File: src/rtl/ide_pkg.sv
// Shared types and constants for the IDE PIO data-register transfer engine.
package ide_pkg;

  localparam int SECTOR_WORDS = 256;

  typedef enum logic [2:0] {
    ST_IDLE    = 3'd0,
    ST_RD_WAIT = 3'd1,
    ST_RD_XFER = 3'd2,
    ST_WR_XFER = 3'd3,
    ST_WR_WAIT = 3'd4
  } xfer_state_e;

  // A sector count of zero is the ATA encoding for 256 sectors.
  function automatic logic [8:0] load_count(input logic [7:0] n);
    return (n == 8'd0) ? 9'd256 : {1'b0, n};
  endfunction

endpackage

File: src/rtl/ide_edge_det.sv
// Rising-edge detector for the host data-register strobe, advanced only on clk_en.
module ide_edge_det (
  input  logic clk,
  input  logic clk_en,
  input  logic reset,
  input  logic in,
  output logic rise
);

  logic prev;

  always_ff @(posedge clk) begin
    if (clk_en) begin
      if (reset) prev <= 1'b0;
      else       prev <= in;
    end
  end

  assign rise = in & ~prev;

endmodule

File: src/rtl/ide_pio_xfer.sv
// IDE PIO sector transfer engine between the host data register and a sector FIFO.
// Optional interrupt generation is enabled with the IDE_PIO_IRQ_EN macro.
module ide_pio_xfer
  import ide_pkg::*;
(
  input  logic        clk,
  input  logic        reset,
  input  logic        clk_en,
  input  logic        cmd_read,
  input  logic        cmd_write,
  input  logic        cmd_abort,
  input  logic [7:0]  sector_count,
  input  logic        host_cs,
  input  logic        host_we,
  input  logic [15:0] host_din,
  output logic [15:0] host_dout,
  output logic        fifo_rd,
  output logic        fifo_wr,
  output logic [15:0] fifo_din,
  input  logic [15:0] fifo_dout,
  input  logic        fifo_full,
  input  logic        fifo_empty,
  output logic        bsy,
  output logic        drq,
  output logic        irq,
  input  logic        irq_ack,
  output logic        done,
  output logic [8:0]  sectors_left,
  output logic [2:0]  fsm_state
);

  xfer_state_e state, state_n;
  logic [7:0]  word_cnt;
  logic        access, last_word;
  logic        load, clr, rd_acc, wr_acc, dec, irq_set, done_set;

  ide_edge_det u_cs_edge (
    .clk    (clk),
    .clk_en (clk_en),
    .reset  (reset),
    .in     (host_cs),
    .rise   (access)
  );

  assign last_word = (word_cnt == 8'(SECTOR_WORDS - 1));

  always_comb begin
    state_n  = state;
    load     = 1'b0;
    clr      = 1'b0;
    rd_acc   = 1'b0;
    wr_acc   = 1'b0;
    dec      = 1'b0;
    irq_set  = 1'b0;
    done_set = 1'b0;
    // Abort outranks every command and any host access in the same cycle.
    if (cmd_abort) begin
      state_n = ST_IDLE;
      clr     = 1'b1;
    end else begin
      case (state)
        ST_IDLE: begin
          if (cmd_read) begin
            state_n = ST_RD_WAIT;
            load    = 1'b1;
          end else if (cmd_write) begin
            state_n = ST_WR_XFER;
            load    = 1'b1;
          end
        end
        ST_RD_WAIT: begin
          if (fifo_full) begin
            state_n = ST_RD_XFER;
            irq_set = 1'b1;
          end
        end
        ST_RD_XFER: begin
          if (access && !host_we) begin
            rd_acc = 1'b1;
            if (last_word) begin
              dec = 1'b1;
              if (sectors_left == 9'd1) begin
                state_n  = ST_IDLE;
                done_set = 1'b1;
              end else begin
                state_n = ST_RD_WAIT;
              end
            end
          end
        end
        ST_WR_XFER: begin
          if (access && host_we) begin
            wr_acc = 1'b1;
            if (last_word) state_n = ST_WR_WAIT;
          end
        end
        ST_WR_WAIT: begin
          if (fifo_empty) begin
            dec     = 1'b1;
            irq_set = 1'b1;
            if (sectors_left == 9'd1) begin
              state_n  = ST_IDLE;
              done_set = 1'b1;
            end else begin
              state_n = ST_WR_XFER;
            end
          end
        end
        default: state_n = ST_IDLE;
      endcase
    end
  end

  // FIFO strobes are registered so each lasts exactly one enabled cycle;
  // read data is captured at the edge that ends the fifo_rd pulse.
  always_ff @(posedge clk) begin
    if (clk_en) begin
      if (reset) begin
        state        <= ST_IDLE;
        word_cnt     <= 8'd0;
        sectors_left <= 9'd0;
        fifo_rd      <= 1'b0;
        fifo_wr      <= 1'b0;
        fifo_din     <= 16'd0;
        host_dout    <= 16'd0;
        done         <= 1'b0;
      end else begin
        state   <= state_n;
        fifo_rd <= rd_acc;
        fifo_wr <= wr_acc;
        done    <= done_set;
        if (wr_acc)  fifo_din  <= host_din;
        if (fifo_rd) host_dout <= fifo_dout;
        if (clr) begin
          word_cnt     <= 8'd0;
          sectors_left <= 9'd0;
        end else if (load) begin
          word_cnt     <= 8'd0;
          sectors_left <= load_count(sector_count);
        end else begin
          if (rd_acc || wr_acc) word_cnt <= word_cnt + 8'd1;
          if (dec) sectors_left <= sectors_left - 9'd1;
        end
      end
    end
  end

`ifdef IDE_PIO_IRQ_EN
  // A new interrupt takes priority over an acknowledge in the same cycle.
  always_ff @(posedge clk) begin
    if (clk_en) begin
      if (reset)        irq <= 1'b0;
      else if (irq_set) irq <= 1'b1;
      else if (irq_ack) irq <= 1'b0;
    end
  end
`else
  logic unused_irq;
  assign unused_irq = irq_ack ^ irq_set;
  assign irq        = 1'b0;
`endif

  assign bsy       = (state == ST_RD_WAIT) || (state == ST_WR_WAIT);
  assign drq       = (state == ST_RD_XFER) || (state == ST_WR_XFER);
  assign fsm_state = state;

endmodule

File: config.mk
export PLATFORM = sky130hd
export DESIGN_NAME = ide_pio_xfer
export DESIGN_NICKNAME = d
export VERILOG_FILES = /design/src/rtl/ide_pkg.sv /design/src/rtl/ide_edge_det.sv /design/src/rtl/ide_pio_xfer.sv
export SDC_FILE = /design/constraint.sdc
export NUM_CORES = 1
export LEC_CHECK = 0
export ABC_AREA = 1
export BUFFER_PORTS_ARGS = -buffer_cell sky130_fd_sc_hd__buf_2
export CAP_MARGIN = 15
export CORE_AREA = 2 2 69 104
export DETAILED_ROUTE_END_ITERATION = 8
export DIE_AREA = 0 0 71 106
export GPL_TIMING_DRIVEN = 0
export PLACE_DENSITY = 0.84
export RECOVER_POWER = 100
export SYNTH_ARGS = -nofsm -noshare
export SYNTH_HDL_FRONTEND = slang
export SYNTH_SLANG_ARGS = --single-unit
File: constraint.sdc
create_clock -name clk -period 1.79 [get_ports clk]
set_input_delay 0.179 -clock clk [delete_from_list [all_inputs] [get_ports clk]]
set_output_delay 0.179 -clock clk [all_outputs]
set_load 0.005 [all_outputs]
==> results.rst, run 1 <==
.. list-table::
   :header-rows: 1

   * - Metric
     - Value
   * - Final global-route overflow total
     - 0
   * - Insertion delay to the later sink of the worst-skew pair
     - approximately 0.32 ns
   * - # DRC
     - 0
   * - Highest-delay cell along the critical path
     - sky130_fd_sc_hd__edfxtp_1
   * - Routed WL per cell
     - 12.3 microns
   * - Simple-Gate Fraction of Synth Area
     - 0.230
   * - Number of distinct library cells after synthesis
     - 31
   * - Post-synthesis area per instance
     - a little over 9 sq um
   * - Clock tree sinks
     - 56
   * - Arithmetic-cell share of the synthesized area counting full adders, half adders and majority gates
     - 0.0130
   * - Standard cell core area
     - approximately 0.0067 sq mm
   * - Final count of negative-setup-slack endpoints
     - 0
   * - Via count of the first global-routing pass
     - approximately 2,400
   * - Cell Chain, Critical Path
     - nor2_4, nand3_4, nand2_2, buf_8, nor2_2, a21oi_4
   * - Startpoint class of the critical path
     - flip-flop
   * - End of the worst register-to-register path
     - word_cnt[2]
   * - Syn Std Cell Area
     - between 0.002 and 0.003 sq mm
   * - Number of rows in the core area
     - 37
   * - Setup slack after placement
     - -0.132 ns
   * - Area grow syn2layout
     - 27.5%
   * - Maximum number of pins on one net before global-route repair
     - 19
   * - Effective utilization at floorplan
     - 0.430
   * - Wire length of the first global-routing pass
     - 10,100 microns
   * - Delay of the slowest cell on the worst path
     - 0.52 ns
   * - Antenna violations before repair
     - 0
   * - Die height
     - 106 microns
   * - Number of cells traversed by the worst hold path
     - 3
   * - Synthesized-area fraction occupied by ao, oa, aoi and oai cells
     - 0.0546
   * - Worst min-delay path class
     - in -> reg
   * - Flop and latch count out of synthesis
     - 56
   * - Num CTS Buffers
     - 5
   * - Final clock period utilization by the worst path
     - 0.978
   * - CP Data Arrival Time
     - 1.76 ns
   * - Final antenna diode count
     - 0
   * - Worst-case setup margin in the final layout
     - roughly 0.039 ns
   * - Result of the run
     - completed
   * - Flop-to-flop setup slack
     - 0.04 ns
   * - Crit Path Category
     - reg -> reg
   * - Final GP Congestion
     - 0.818
   * - Combinational family with the most area after synthesis
     - simple AND/OR/NAND/NOR gates
   * - F_max
     - ~570 MHz
   * - Initial drt markers
     - roughly 100
   * - GRT Util Overall
     - 0.167
   * - Beginning of the worst hold path
     - fifo_dout[14]
   * - Worst ir drop on vdd
     - roughly 0.34 mV
   * - Boundary pin count
     - ~100
   * - Layout net count
     - just under 500
   * - Syn Nets
     - 369
   * - Maximum level of the CTS H-tree
     - 2
   * - Placed wire-length estimate after detailed placement
     - around 4800 microns
   * - Max-capacitance violation count
     - 0
   * - Leakage power
     - ~1.7 nW
   * - Hold_buf cts
     - 0
   * - Path depth of the worst reg2reg path
     - 6
   * - IO Port Bufs
     - around 100
   * - Beginning of the worst register-to-register path
     - fsm_state[0]
   * - Endpoint of the worst hold path
     - host_dout[14]
   * - Fraction of the yosys area taken by sequential cells
     - 0.582
   * - Share of synthesized area spent on multiplexers
     - 0
   * - Non-filler instance count after layout
     - between 500 and 600
   * - Detailed Route WL
     - between 6000 and 7000 microns
   * - Clock transition at the registers of the reported paths
     - around 0.1 ns
   * - Critical-path maximum fanout
     - 10
   * - Number of buffers on the longest clock path
     - 2
   * - Vias per std cell
     - 4.76
   * - Via count
     - roughly 2,400
   * - Width of the die
     - 71 microns
   * - Clock tree from TritonCTS
     - built
   * - Xor/xnor share of the synthesized area
     - 0.00909
   * - Total of warnings raised by yosys
     - 0
   * - Type of destination of the critical path
     - flip-flop
   * - Post-route setup TNS
     - 0 ns
   * - Data required time at the worst endpoint
     - ~1.8 ns
   * - Floorplan die area
     - ~0.0075 sq mm
   * - Final period demand of the worst path
     - roughly 1.8 ns
   * - Count of pins over their slew limit
     - 0
   * - Cell count after placement
     - slightly below 500
   * - Synthesized instance count
     - 315
   * - Layout cell share with drive strength beyond 1
     - 0.286
   * - Final antenna-violating net count
     - 0
   * - Final Hold Violating Endpoints
     - 0
   * - Setup Skew
     - between 0.009 and 0.01 ns
   * - Power per unit of standard cell area
     - approximately 740 mW/mm^2
   * - Clk Tree Root Cell
     - sky130_fd_sc_hd__clkbuf_8
   * - Length of the first detailed-routing pass in iterations
     - 4
flip-flops by register name, indices dropped and copies added (netlist names):
register        count
done                1
fifo_din           16
fifo_rd             1
fifo_wr             1
fsm_state           3
host_dout          16
sectors_left        9
u_cs_edge.prev      1
word_cnt            8
cells by family after synthesis:
kind of cell / after synthesis
flops: 56
simple gates: 148
fa+ha+maj: 3
buf+inv: 79
compound gates: 25
other cells: 1
xor+xnor: 3
final cells by class:
cell class / count / area (sq um)
plain buffers: 8 / 53.8
clock buffers: 5 / 68.8
clock inverters: 3 / 23.8
fillers: 634 / 3030
inverters: 71 / 270
multi-input cells: 180 / 922
flip-flops and latches: 56 / 1680
well taps: 78 / 97.6
repair buffers: 109 / 558
repair inverters: 1 / 7.51
where the power goes:
part	internal (mW)	switching (mW)	leakage [nW]
registers	1.53	0.0433	0.553
logic	0.186	0.250	1.14
clock network	0.278	0.429	0.0404
total	2.00	0.722	1.73
layer usage:
| metal | global-route usage | up-vias | wire length, microns |
|---|---|---|---|
| li1 | - | 1227 | - |
| met2 | 0.310 | 89 | 3390 |
| met3 | 0.0322 | 5 | 378 |
| met4 | 0.0580 | 0 | 87 |
| met1 | 0.186 | 1109 | 2400 |
| met5 | 0 | - | 0 |
worst max-delay path: cells and delay by family, from the launching register on:
family	cells	cell delay, ns
flops	1	0.52
simple gates	4	0.47
compound gates	1	0.28
buf+inv	1	0.15
worst max-delay path by stage:
stage / startpoint / to / slack [ns]
after floorplan: fsm_state[0] / word_cnt[0] / 0.12
after global placement: fsm_state[0] / word_cnt[0] / -0.07
final: fsm_state[0] / word_cnt[2] / 0.04
after detailed placement: reset / host_dout[7] / -0.13
after global routing: fsm_state[1] / sectors_left[6] / -0.02
after CTS: fsm_state[0] / word_cnt[1] / 0.01
cells in the final DEF, fill, tap and decap left out, drive strengths merged, types with 2 or more instances in the layout:
cell type / count
nor3b: 3
nand2: 39
xnor2: 2
clkbuf: 33
o21ai: 12
nand3b: 2
nand4: 4
inv: 70
buf: 89
ha: 3
nor2: 76
clkinvlp: 4
edfxtp: 56
o211ai: 2
a21oi: 10
nand3: 23
cells in the mapped netlist:
master	count	share of area
sky130_fd_sc_hd__nand3_1	22	0.038
sky130_fd_sc_hd__nor3b_2	2	0.0087
sky130_fd_sc_hd__conb_1	1	0.0013
sky130_fd_sc_hd__xnor2_1	2	0.0061
sky130_fd_sc_hd__nand3_2	1	0.0035
sky130_fd_sc_hd__buf_4	1	0.0026
sky130_fd_sc_hd__nor2_1	71	0.092
sky130_fd_sc_hd__buf_2	2	0.0035
sky130_fd_sc_hd__nand2_1	37	0.048
sky130_fd_sc_hd__or2_0	1	0.0022
sky130_fd_sc_hd__nand2_2	2	0.0043
sky130_fd_sc_hd__nor3b_1	1	0.0026
sky130_fd_sc_hd__o21ai_2	5	0.015
sky130_fd_sc_hd__nand4_1	3	0.0065
sky130_fd_sc_hd__o211ai_1	2	0.0052
sky130_fd_sc_hd__nor2_2	3	0.0065
sky130_fd_sc_hd__buf_6	2	0.0078
sky130_fd_sc_hd__o21ai_0	5	0.0087
sky130_fd_sc_hd__edfxtp_1	56	0.58
sky130_fd_sc_hd__inv_2	4	0.0052
sky130_fd_sc_hd__nand4_2	1	0.0043
sky130_fd_sc_hd__o21ai_1	2	0.0035
sky130_fd_sc_hd__a21oi_1	8	0.014
sky130_fd_sc_hd__a31oi_1	1	0.0022
sky130_fd_sc_hd__nand3b_1	2	0.0052
sky130_fd_sc_hd__inv_1	67	0.087
sky130_fd_sc_hd__a21oi_2	2	0.0061
sky130_fd_sc_hd__buf_1	3	0.0039
sky130_fd_sc_hd__ha_1	3	0.013
sky130_fd_sc_hd__xor2_1	1	0.0030
sky130_fd_sc_hd__nor2_4	2	0.0078
what timing repair did:
action	in CTS	in global routing
gates resized for setup	2	7
buffers inserted	1	9
cloned	0	1
setup endpoints to repair	33	21
pin swaps	1	2
through the flow:
step           total power [mW]  instance area [sq um]  utilization  hold WS [ns]
2_1_floorplan              1.83                   2900            -         0.291
3_5_place_dp               2.01                   3480        0.519         0.466
5_1_grt                    2.84                   3680        0.549         0.140
6_report                   2.72                   3680        0.549         0.135
4_1_cts                    2.72                   3610        0.538         0.126
3_3_place_gp               1.99                   3480        0.519         0.460
(Power assumes the default switching activity.)
==> run 2, diff against run 1 <==
--- a/config.mk
+++ b/config.mk
@@ -8,11 +8,13 @@
 export ABC_AREA = 1
 export BUFFER_PORTS_ARGS = -buffer_cell sky130_fd_sc_hd__buf_2
 export CAP_MARGIN = 15
-export CORE_AREA = 2 2 69 104
+export CORE_AREA = 2 2 68 102
+export CTS_BUF_LIST = sky130_fd_sc_hd__clkbuf_2
 export DETAILED_ROUTE_END_ITERATION = 8
-export DIE_AREA = 0 0 71 106
+export DIE_AREA = 0 0 70 104
 export GPL_TIMING_DRIVEN = 0
-export PLACE_DENSITY = 0.84
+export MAX_ROUTING_LAYER = met4
+export PLACE_DENSITY = 0.86
 export RECOVER_POWER = 100
 export SYNTH_ARGS = -nofsm -noshare
 export SYNTH_HDL_FRONTEND = slang
==> run 2 against run 1 <==
Via count up 11%. Final cell count up 5.9%. Routed wire length up 22%. First-iteration DRC count rose to 3.2 times the previous value. Critical path depth unchanged. Sequential cell count unchanged. Sequential share of layout area down 4.1 points. Critical endpoint is now word_cnt[4].
==> results.rst, run 2 (synthesis results as in run 1) <==
.. list-table::
   :header-rows: 1

   * - Metric
     - Value
   * - Width of the die
     - 70 microns
   * - Die height
     - 104 microns
   * - Final GP Congestion
     - 0.860
   * - Floorplan die area
     - around 0.0073 sq mm
   * - Final period demand of the worst path
     - 1.76 ns
   * - Count of pins over their slew limit
     - 0
   * - F_max
     - 568 MHz
   * - Startpoint class of the critical path
     - flip-flop
   * - Number of rows in the core area
     - 36
   * - Final clock period utilization by the worst path
     - 0.984
   * - Part of the total power dissipated in the clock network
     - 0.232
   * - # DRC
     - 0
   * - Most used cells in the layout excluding fill and tap cells
     - 95 x sky130_fd_sc_hd__buf_2, 71 x sky130_fd_sc_hd__nor2_1, 66 x sky130_fd_sc_hd__inv_1
   * - Max-capacitance violation count
     - 0
   * - Area grow syn2layout
     - 39.9%
   * - Maximum level of the CTS H-tree
     - 2
   * - Gr busiest metal
     - met2
   * - Via count of the first global-routing pass
     - between 2,000 and 3,000
   * - Worst ir drop on vdd
     - 0.440 mV
   * - GR Util met1
     - 0.220
   * - Clock tree sinks
     - 56
   * - Number of buffers on the longest clock path
     - 2
   * - Area post-placement
     - 0.00348 sq mm
   * - RSZ-0062 raised after global routing
     - yes
   * - Met3 global-route usage
     - 0.0397
   * - CP Data Arrival Time
     - roughly 1.9 ns
   * - Met2 Use GR
     - 0.380
   * - Internal power
     - just over 2 mW
   * - Core Util, Final
     - 0.632
   * - Highest-delay cell along the critical path
     - sky130_fd_sc_hd__edfxtp_1
   * - Antenna violations before repair
     - 0
   * - Detailed Route WL
     - 7650 microns
   * - Result of the run
     - completed
   * - Power per unit of standard cell area
     - roughly 680 mW/mm^2
   * - Switching share of power
     - 0.265
   * - IO Port Bufs
     - just under 100
   * - Length of the first detailed-routing pass in iterations
     - 4
   * - Maximum number of pins on one net before global-route repair
     - 18
   * - Post-route cell area
     - about 0.0040 sq mm
   * - Boundary pin count
     - 101
   * - Layout net count
     - between 500 and 600
   * - Leakage power
     - 1.95 nW
   * - Most common library cell in the layout ignoring fill and taps
     - sky130_fd_sc_hd__buf_2
   * - Via count
     - around 2,700
   * - Placed wire-length estimate after detailed placement
     - between 4000 and 5000 microns
   * - Vias per std cell
     - ~5
   * - Setup Skew
     - between 0.03 and 0.04 ns
   * - GRT Util Overall
     - 0.211
   * - Net load switching power
     - approximately 0.73 mW
   * - Type of destination of the critical path
     - flip-flop
   * - Crit Path Category
     - reg -> reg
   * - Final antenna-violating net count
     - 0
   * - Delay of the slowest cell on the worst path
     - between 0.5 and 0.6 ns
   * - Clock tree from TritonCTS
     - built
   * - Clock transition at the registers of the reported paths
     - approximately 0.27 ns
   * - Registers with the highest flip-flop counts
     - fifo_din (16), host_dout (16), sectors_left (9)
   * - Sequential Power Share
     - 0.576
   * - Insertion delay to the later sink of the worst-skew pair
     - 0.48 ns
   * - Cell Chain, Critical Path
     - nor2_4, nand3_4, nand2_2, buf_8, nor2_2, a21oi_4
   * - Standard cell core area
     - around 0.0064 sq mm
   * - Final antenna diode count
     - 0
   * - Clk Tree Root Cell
     - sky130_fd_sc_hd__clkbuf_2
   * - Num CTS Buffers
     - 5
   * - Final Hold Violating Endpoints
     - 0
   * - Flop-to-flop setup slack
     - ~0.028 ns
   * - Effective utilization at floorplan
     - 0.452
   * - Wire length of the first global-routing pass
     - 11,900 microns
   * - Routed WL per cell
     - 14.1 microns
   * - Worst min-delay path class
     - in -> reg
   * - Initial drt markers
     - 331
   * - Critical-path maximum fanout
     - 10
   * - Part of the total power dissipated in combinational logic
     - 0.192
   * - Final global-route overflow total
     - 0
   * - Layout cell share with drive strength beyond 1
     - 0.310
   * - Data required time at the worst endpoint
     - 1.96 ns
   * - Final count of negative-setup-slack endpoints
     - 0
==> run 2: final timing paths <==
path | startpoint | endpoint | cells past startpoint
min reg2reg | word_cnt[0] | word_cnt[0] | 1
max reg2reg | fsm_state[1] | word_cnt[4] | 6
max | fsm_state[1] | word_cnt[4] | 6
min | host_din[11] | fifo_din[11] | 3
==> run 2: repair_timing <==
action                                 in CTS  in global routing
setup endpoints to repair                  33                 35
buffers inserted                            5                  4
cloned                                      0                  2
resized for setup                           2                 13
pin swaps                                   1                  2
hold buffers                               28                  4
endpoints found under the hold margin      31                  4
==> run 2: stage by stage <==
step                      hold slack [ns]  worst slack [ns]  power (mW)  setup TNS [ns]  instances
after CTS                         0.00634           0.00739        2.69               0        530
after floorplan                     0.291             0.121        1.83               0        315
after global routing            -0.000563           -0.0362        2.86          -0.399        541
after global placement              0.458           -0.0692        1.98           -1.48        489
final                              0.0116            0.0280        2.74               0        541
after detailed placement            0.464            -0.173        2.01           -4.01        489
==> run 2: layer usage <==
layer | vias up | wire length, microns
li1 | 1295 | -
met1 | 1258 | 2680
met2 | 128 | 4230
met3 | 18 | 514
met4 | 0 | 223
met5 | - | 0
==> run 2: layout make-up <==
type / count / area, sq um
fill: 497 / 2350
sequential: 56 / 1680
multi-input combinational: 180 / 935
timing repair buffer: 141 / 930
inverter: 71 / 273
tap: 76 / 95.1
buffer: 8 / 53.8
clock inverter: 3 / 42.5
clock buffer: 5 / 25.0
timing repair inverter: 1 / 7.51
==> run 2: power by group through the flow <==
| stage | Sequential, mW | Clock [mW] | Combinational [mW] |
|---|---|---|---|
| after floorplan | 1.61 | 0 | 0.224 |
| after detailed placement | 1.61 | 0 | 0.403 |
| after CTS | 1.57 | 0.645 | 0.474 |
| final | 1.58 | 0.635 | 0.526 |
| after global placement | 1.60 | 0 | 0.383 |
| after global routing | 1.58 | 0.693 | 0.581 |
==> run 2: worst max-delay path, delay by kind of cell, from the launching register on <==
family	cells	cell delay, ns
simple gates	4	0.46
compound gates	1	0.30
flops	1	0.56
buf+inv	1	0.15
==> run 3, diff against run 2 <==
--- a/config.mk
+++ b/config.mk
@@ -14,7 +14,7 @@
 export DIE_AREA = 0 0 70 104
 export GPL_TIMING_DRIVEN = 0
 export MAX_ROUTING_LAYER = met4
-export PLACE_DENSITY = 0.86
+export PLACE_DENSITY = 0.76
 export RECOVER_POWER = 100
 export SYNTH_ARGS = -nofsm -noshare
 export SYNTH_HDL_FRONTEND = slang
==> run 3 against run 2 <==
Total power is 4.6% lower. Cell area shrank 1.5%. Final cell count did not move. Global-route usage decreased by 2.0 points. Die area stayed put. Non-clock buffer count increased by 1. Clock-buffer cell count unchanged. Routed wire length is 12% lower. Setup slack improved by 0.042 ns. Fmax increased by 2.5%. Critical path type unchanged. Critical endpoint is now word_cnt[6]. Largest cell class unchanged.
==> results.rst, run 3 (synthesis results as in run 1) <==
.. list-table::
   :header-rows: 1

   * - Metric
     - Value
   * - Detailed Route WL
     - just under 7000 microns
   * - Final period demand of the worst path
     - ~1.7 ns
   * - Switching share of power
     - 0.281
   * - Critical-path maximum fanout
     - 10
   * - Insertion delay to the later sink of the worst-skew pair
     - 0.48 ns
   * - Registers with the highest flip-flop counts
     - fifo_din (16), host_dout (16), sectors_left (9)
   * - Path depth of the worst reg2reg path
     - 6
   * - Worst hold slack after final layout
     - about 0.026 ns
   * - Count of pins over their slew limit
     - 0
   * - Layout net count
     - just over 500
   * - Routed WL per cell
     - ~12 microns
   * - CP endpoint
     - word_cnt[6]
   * - Final count of negative-setup-slack endpoints
     - 0
   * - Maximum number of pins on one net before global-route repair
     - 20
   * - Core Util, Final
     - 0.622
   * - Total power draw
     - ~2.6 mW
   * - Sequential Power Share
     - 0.603
   * - Origin of the worst setup path
     - fsm_state[1]
   * - Startpoint class of the critical path
     - flip-flop
   * - F_max
     - about 580 MHz
   * - Clock tree from TritonCTS
     - built
   * - Area grow syn2layout
     - 37.8%
   * - Part of the total power dissipated in the clock network
     - 0.207
   * - GRT Util Overall
     - 0.192
   * - Antenna violations before repair
     - 0
   * - Length of the first detailed-routing pass in iterations
     - 4
   * - Part of the total power dissipated in combinational logic
     - 0.190
   * - Layout cell share with drive strength beyond 1
     - 0.280
   * - Final antenna diode count
     - 0
   * - Number of buffers on the longest clock path
     - 2
   * - Clock transition at the registers of the reported paths
     - between 0.2 and 0.3 ns
   * - Transition time at the pin with the least slew margin
     - 0.658 ns
   * - Boundary pin count
     - roughly 100
   * - Final clock period utilization by the worst path
     - 0.961
   * - Internal power
     - roughly 1.9 mW
   * - Most common library cell in the layout ignoring fill and taps
     - sky130_fd_sc_hd__buf_2
   * - Final Hold Violating Endpoints
     - 0
   * - Leakage power
     - 1.89 nW
   * - Post-route setup TNS
     - 0 ns
   * - Final GP Congestion
     - ~0.9
   * - CP Data Arrival Time
     - about 1.9 ns
   * - Max-capacitance violation count
     - 0
   * - Power per unit of standard cell area
     - about 660 mW/mm^2
   * - Standard cell core area
     - approximately 0.0064 sq mm
   * - End of the worst register-to-register path
     - word_cnt[6]
   * - Worst-case setup margin in the final layout
     - 0.0703 ns
   * - Most used cells in the layout excluding fill and tap cells
     - 83 x sky130_fd_sc_hd__buf_2, 69 x sky130_fd_sc_hd__nor2_1, 66 x sky130_fd_sc_hd__inv_1
   * - Setup Skew
     - around 0.023 ns
   * - Final antenna-violating net count
     - 0
   * - # DRC
     - 0
   * - Wire length of the first global-routing pass
     - between 10,000 and 15,000 microns
   * - Flop-to-flop setup slack
     - 0.07 ns
   * - Setup slack after placement
     - -0.135 ns
   * - Clock tree sinks
     - between 50 and 60
   * - Beginning of the worst register-to-register path
     - fsm_state[1]
   * - Via count of the first global-routing pass
     - 2,498
   * - Data required time at the worst endpoint
     - ~2.0 ns
   * - Crit Path Category
     - reg -> reg
   * - Maximum level of the CTS H-tree
     - 2
   * - Initial drt markers
     - 252
   * - Type of destination of the critical path
     - flip-flop
   * - Floorplan die area
     - approximately 0.0073 sq mm
   * - Result of the run
     - completed
   * - Number of rows in the core area
     - 36
   * - IO Port Bufs
     - a little under 100
   * - Vias per std cell
     - 4.72
   * - Worst ir drop on vdd
     - between 0.3 and 0.4 mV
   * - Net load switching power
     - 0.734 mW
   * - RSZ-0062 raised after global routing
     - yes
   * - Clk Tree Root Cell
     - sky130_fd_sc_hd__clkbuf_2
   * - Worst min-delay path class
     - in -> reg
   * - Final global-route overflow total
     - 0
   * - Max-slew headroom at the worst pin
     - 0.560
   * - Effective utilization at floorplan
     - 0.452
   * - Via count
     - 2,555
   * - Num CTS Buffers
     - 5
   * - Width of the die
     - approximately 70 microns
   * - Die height
     - ~100 microns
   * - Placed wire-length estimate after detailed placement
     - roughly 4800 microns
## run 3: final cells by class
cell class / count / area [sq um]
flip-flops and latches: 56 / 1680
fillers: 537 / 2420
clock buffers: 5 / 25.0
clock inverters: 3 / 26.3
repair buffers: 142 / 901
well taps: 76 / 95.1
plain buffers: 8 / 53.8
multi-input cells: 180 / 927
inverters: 71 / 270
## run 3: stage by stage
stage / instances / instance area, sq um
finish: 541 / 3980
floorplan: 315 / 2900
global route: 541 / 3980
global placement: 489 / 3480
CTS: 533 / 3920
detailed placement: 489 / 3480
## run 3: how the worst min path moves through the flow
stage | start | end | slack, ns | cells past startpoint
2_1_floorplan | clk_en | done | 0.29 | 0
3_3_place_gp | fifo_dout[2] | host_dout[2] | 0.46 | 3
3_5_place_dp | fifo_dout[11] | host_dout[11] | 0.47 | 3
4_1_cts | sector_count[3] | sectors_left[3] | 0.02 | 3
5_1_grt | sector_count[3] | sectors_left[3] | 0.01 | 3
6_report | sector_count[3] | sectors_left[3] | 0.03 | 3
## run 3: metal layers
layer  GRT usage  routed length [microns]  vias up
li1            -                        -     1295
met1       0.213                     2650     1162
met2       0.339                     3580       84
met3      0.0310                      334       14
met4      0.0755                      160        0
met5           -                        0        -
## run 3: repair_timing
| action | in CTS | in global routing |
|---|---|---|
| hold endpoints to repair | 36 | 0 |
| gates resized for setup | 2 | 7 |
| buffers inserted | 1 | 7 |
| hold buffers | 35 | 0 |
| endpoints found under the setup margin | 33 | 22 |
| cloned | 0 | 0 |
| pin swaps | 1 | 1 |
## run 3: power by group through the flow
stage	clock, mW	sequential (mW)	combinational (mW)
floorplan	0	1.61	0.224
global placement	0	1.60	0.390
detailed placement	0	1.61	0.401
CTS	0.550	1.58	0.472
global route	0.592	1.58	0.556
finish	0.539	1.57	0.497
## run 3: critical path, stage by stage, from the launching register on
cell	delay [ns]
sky130_fd_sc_hd__edfxtp_1	0.57
sky130_fd_sc_hd__nor2_4	0.20
sky130_fd_sc_hd__nand3_4	0.13
sky130_fd_sc_hd__nand2_4	0.09
sky130_fd_sc_hd__buf_8	0.14
sky130_fd_sc_hd__nor2_2	0.06
sky130_fd_sc_hd__a21oi_4	0.27
